### src/rtl/sram_arbiter.sv
// Two-port (video read / CPU read-write) arbiter in front of an async 8-bit SRAM.
// Video wins by default; after VID_MAX back-to-back video grants a waiting CPU gets the next slot.
module sram_arbiter #(
   parameter int WAIT_CYCLES = 1,
   parameter int VID_MAX     = 4
) (
   input  logic        clk_sram,
   input  logic        rst,
   input  logic        vid_req,
   input  logic [20:0] vid_addr,
   output logic        vid_ack,
   output logic [7:0]  vid_data,
   input  logic        cpu_req,
   input  logic        cpu_we,
   input  logic [20:0] cpu_addr,
   input  logic [7:0]  cpu_wdata,
   output logic        cpu_ack,
   output logic [7:0]  cpu_rdata,
   output logic [20:0] SRAM_ADDR,
   output logic [7:0]  SRAM_DATA_o,
   output logic        SRAM_DATA_oe,
   input  logic [7:0]  SRAM_DATA_i,
   output logic        SRAM_WE_n,
   output logic        busy
);

   typedef enum logic [1:0] {IDLE, ACCESS, DONE} state_t;

   state_t     state;
   logic [3:0] vid_cnt;
   logic [3:0] wait_cnt;
   logic       owner_cpu;
   logic       is_write;
   logic       grant_vid;
   logic       grant_cpu;

   assign grant_vid = vid_req && (!cpu_req || (vid_cnt < 4'(VID_MAX)));
   assign grant_cpu = cpu_req && !grant_vid;
   assign busy      = (state != IDLE);

   always_ff @(posedge clk_sram) begin
      if (rst) begin
         state        <= IDLE;
         vid_cnt      <= '0;
         wait_cnt     <= '0;
         owner_cpu    <= 1'b0;
         is_write     <= 1'b0;
         SRAM_ADDR    <= '0;
         SRAM_DATA_o  <= '0;
         SRAM_DATA_oe <= 1'b0;
         SRAM_WE_n    <= 1'b1;
         vid_ack      <= 1'b0;
         cpu_ack      <= 1'b0;
         vid_data     <= '0;
         cpu_rdata    <= '0;
      end else begin
         vid_ack <= 1'b0;
         cpu_ack <= 1'b0;
         case (state)
            IDLE: begin
               // Count only video grants that made a waiting CPU wait longer.
               if (grant_vid && cpu_req) begin
                  if (vid_cnt != 4'(VID_MAX)) vid_cnt <= vid_cnt + 4'd1;
               end else begin
                  vid_cnt <= '0;
               end
               if (grant_vid || grant_cpu) begin
                  state        <= ACCESS;
                  owner_cpu    <= grant_cpu;
                  is_write     <= grant_cpu && cpu_we;
                  SRAM_ADDR    <= grant_cpu ? cpu_addr : vid_addr;
                  SRAM_DATA_oe <= grant_cpu && cpu_we;
                  SRAM_WE_n    <= 1'b1;
                  wait_cnt     <= 4'(WAIT_CYCLES);
                  if (grant_cpu) SRAM_DATA_o <= cpu_wdata;
               end
            end
            ACCESS: begin
               if (wait_cnt == 4'd0) begin
                  state     <= DONE;
                  SRAM_WE_n <= 1'b1;
                  if (!is_write) begin
                     if (owner_cpu) cpu_rdata <= SRAM_DATA_i;
                     else           vid_data  <= SRAM_DATA_i;
                  end
                  if (owner_cpu) cpu_ack <= 1'b1;
                  else           vid_ack <= 1'b1;
               end else begin
                  // First ACCESS cycle is address setup; strobe low for the rest.
                  wait_cnt  <= wait_cnt - 4'd1;
                  SRAM_WE_n <= !is_write;
               end
            end
            DONE: begin
               state        <= IDLE;
               SRAM_DATA_oe <= 1'b0;
               SRAM_WE_n    <= 1'b1;
            end
            default: state <= IDLE;
         endcase
      end
   end

endmodule
### config.mk
export PLATFORM = sky130hd
export DESIGN_NAME = sram_arbiter
export DESIGN_NICKNAME = d
export VERILOG_FILES = /design/src/rtl/sram_arbiter.sv
export SDC_FILE = /design/constraint.sdc
export NUM_CORES = 1
export LEC_CHECK = 0
export BUFFER_PORTS_ARGS = -buffer_cell sky130_fd_sc_hd__buf_2
export CAP_MARGIN = 30
export CORE_MARGIN = 8
export CORE_UTILIZATION = 49
export DETAILED_ROUTE_END_ITERATION = 10
export PLACE_DENSITY_LB_ADDON = 0.3
export SETUP_SLACK_MARGIN = 0.2
export SYNTH_ARGS = -nofsm -noshare
export SYNTH_HDL_FRONTEND = slang
export SYNTH_SLANG_ARGS = --single-unit
### constraint.sdc
create_clock -name clk_sram -period 1.9 [get_ports clk_sram]
set_input_delay 0.095 -clock clk_sram [delete_from_list [all_inputs] [get_ports clk_sram]]
set_output_delay 0.095 -clock clk_sram [all_outputs]
set_load 0.05 [all_outputs]
==> flow_summary.toml <==
[power]
power_switching_w = 0.00125
clkPwrFrac_pct = 35.0
combPwrFrac_pct = 26.4
vdd_drop_max_v = 0.000795
p_sw_share_pct = 33.2
p_int_w = 0.00250
power_density_nw_per_um2 = 980
p_leak_nw = 1.68
p_seq_share_pct = 38.6

[place]
port_buffers = 112
dp_hpwl_um = 5950
placed_cell_area_um2 = 3540
placed_cells = 487
gp_congestion = 0.775

[yosys]
synth_fa_ha_area_share_pct = 1.70
ys_warn_count = 0
synth_top_area_cell = "dfxtp_1"
synth_top_family_by_area = "simple AND/OR/NAND/NOR gates"
synthMuxAreaShare_pct = 0
yosys.cell_types.count = 44
syn_inst = 317
synth_top_cell_area_share_pct = 41.4
synth-compound-area-share_pct = 19.8
synth-xor-area-share_pct = 0
synth_fp_nets = 384
yosys.area_share.simple_pct = 29.7
ys_top_cells_by_area = "dfxtp_1 (41%), a221o_1 (7.1%), and4_1 (6.2%), nor4b_1 (6.2%), a21oi_1 (5.6%)"
syn-cell-area_um2 = 2950
ys_seq_area_share_pct = 41.4
synth_seq_cells = 61
syn_area_per_cell_um2 = 9.31

[floorplanning]
die_y_um = 93.6
die_area_um2 = 8760
die-width_um = 93.6
ios = 113
row_count = 28
core_um2 = 5890
start_util_pct = 50.1

[timing]
maxSlewViolCount = 0
finalHoldWorstSlack_ns = 0.00521
tns_ns = 0
final-hold-violation-count = 0
rsz0062_at_grt = "false"
clock_skew_ns = 0.00795
post-route-min-period_ns = 1.54
worstMarginPinSlew_ns = 0.556
fmax_ghz = 0.648
relSlewSlack_pct = 62.7
setup_viol = 0
fin_crit_sh_pct = 81.3

[finish]
syn_to_final_growth_pct = 29.7
final_util_pct = 65.0
diodes = 0
stdcell_count = 508
stdcell_area_um2 = 3830
nets = 495
drive_gt1_share_pct = 36.3

[clock_tree]
clock_latency_ns = 0.34
cts_buffer_depth = 2
cts_buffers = 9
cts-htree-levels = 3
cts_root_buffer = "clkbuf_8"
cts_tree = "yes"
clk_pin_slew_worst_paths_ns = 0.07
cts_sinks = 61

[hold_path]
whs_path_depth = 3
hold_path_class = "input port to flop"
hp-start = "cpu_wdata[4]"

[global_routing]
grt_pass1_vias = 2823
grt-ovfl-total = 0
antenna_found_initial = 0
grt_pass1_wl_um = 14000
grtUsageTotal_pct = 19.8
grt_start_max_net_pins = 31

[critical_path]
cp.required_ns = 1.80
worstSetupPathType = "flop to output pin"
r2r.worst_path.cells = 5
cp-startpoint = "state[1]"
cp-end-kind = "output pin"
setup.worst_path.start_class = "flop"
crit_arrival_ns = 1.45
rr_startpoint = "wait_cnt[0]"
critPathCapture = "busy"
r2r_slack_ns = 0.37
path_max_fanout = 15
r2r-end = "wait_cnt[0]"

[detailed_routing]
drt-total-wl_um = 8590
vias = 2903
drt_iter0_markers = 188
dr.pass1.iters = 5
via_per_inst = 5.71
drc = 0
ant_nets = 0
avgRoutedWirePerCell_um = 16.9

[status]
status = "finished clean"

[job]
cap_violations = 0
-- per-stage QoR --
step | power [W] | setup slack [ns]
floorplan | 0.00218 | 0.352
global placement | 0.00244 | 0.244
detailed placement | 0.00245 | 0.193
CTS | 0.00376 | 0.203
global route | 0.00393 | 0.272
finish | 0.00375 | 0.356
-- kinds of logic after synthesis --
family	Yosys count
compound gates	90
fa+ha+maj	4
buf+inv	40
flops	61
simple gates	122
-- power by group through the flow --
stage                     clock [W]  combinational, W  sequential (W)
after CTS                   0.00133          0.000990         0.00145
after floorplan                   0          0.000437         0.00175
final                       0.00131          0.000991         0.00145
after global routing        0.00140           0.00107         0.00146
after global placement            0          0.000966         0.00147
after detailed placement          0          0.000974         0.00147
-- worst min-delay path by stage --
| stage | to |
|---|---|
| 2_1_floorplan | is_write |
| 3_3_place_gp | SRAM_DATA_oe |
| 3_5_place_dp | SRAM_DATA_oe |
| 4_1_cts | SRAM_DATA_o[3] |
| 5_1_grt | SRAM_DATA_o[4] |
| 6_report | SRAM_DATA_o[4] |
-- layer usage --
layer	wire, um	global-route usage (%)	vias up
met5	0	0	-
met4	123	7.79	0
met3	831	5.93	10
met2	3940	30.7	133
met1	3690	25.3	1332
li1	-	-	1428
-- synth_stat cells (all sizes together) --
library cell,number
nand4,2
dfxtp,61
and4,21
a21oi,33
a221o,21
or3b,3
and3,1
buf,21
nand2,6
nand4bb,1
ha,4
nor2b,17
a31o,1
nor3,3
or4b,1
nor4b,22
a21o,1
o21bai,2
inv,6
o21ba,1
or4,3
clkbuf,13
nor4bb,1
a22o,1
or3,2
o21ai,27
a32o,1
o221ai,1
nor3b,5
and2b,5
a31oi,1
nor2,3
nand2b,2
nand3,24
-- layout by cell type, fill, tap and decap left out, types with 3 or more instances in the layout --
master / instances
or4_1: 3
and4_1: 21
inv_1: 5
nor3b_1: 3
dfxtp_1: 59
o21ai_1: 8
a21oi_1: 33
nand2_1: 5
nand3_1: 24
nor4b_1: 21
and2b_1: 5
o21ai_0: 19
dlygate4sd3_1: 5
ha_1: 4
buf_4: 17
clkbuf_8: 11
a221o_1: 21
nor2b_1: 17
buf_2: 112
-- timing repair --
action,in CTS,in global routing
setup buffers,0,0
resized for setup,1,3
hold buffers,5,0
endpoints found under the setup margin,1,15
endpoints found under the hold margin,6,0
cloned,0,0
-- layout make-up --
cell class	count	area [um^2]
Fill cell	516	2060
Inverter	6	22.5
Sequential cell	61	1220
Tap cell	75	93.8
Clock inverter	4	70.1
Clock buffer	12	155
Timing Repair Buffer	134	738
Multi-Input combinational cell	216	1520
-- flip-flops by register name (all words and copies together) (netlist names) --
| name | flops |
|---|---|
| state | 2 |
| SRAM_DATA_o | 8 |
| cpu_rdata | 8 |
| SRAM_WE_n | 1 |
| vid_cnt | 4 |
| vid_data | 8 |
| wait_cnt | 4 |
| SRAM_DATA_oe | 1 |
| owner_cpu | 1 |
| SRAM_ADDR | 21 |
| cpu_ack | 1 |
| vid_ack | 1 |
| is_write | 1 |
-- critical path: stages, from the launching register on --
cell,delay (ns)
dfxtp_2,0.48
nor2_4,0.06
inv_2,0.06
buf_4,0.20
buf_2,0.30
Note: power is estimated with default switching activity, not from simulation.
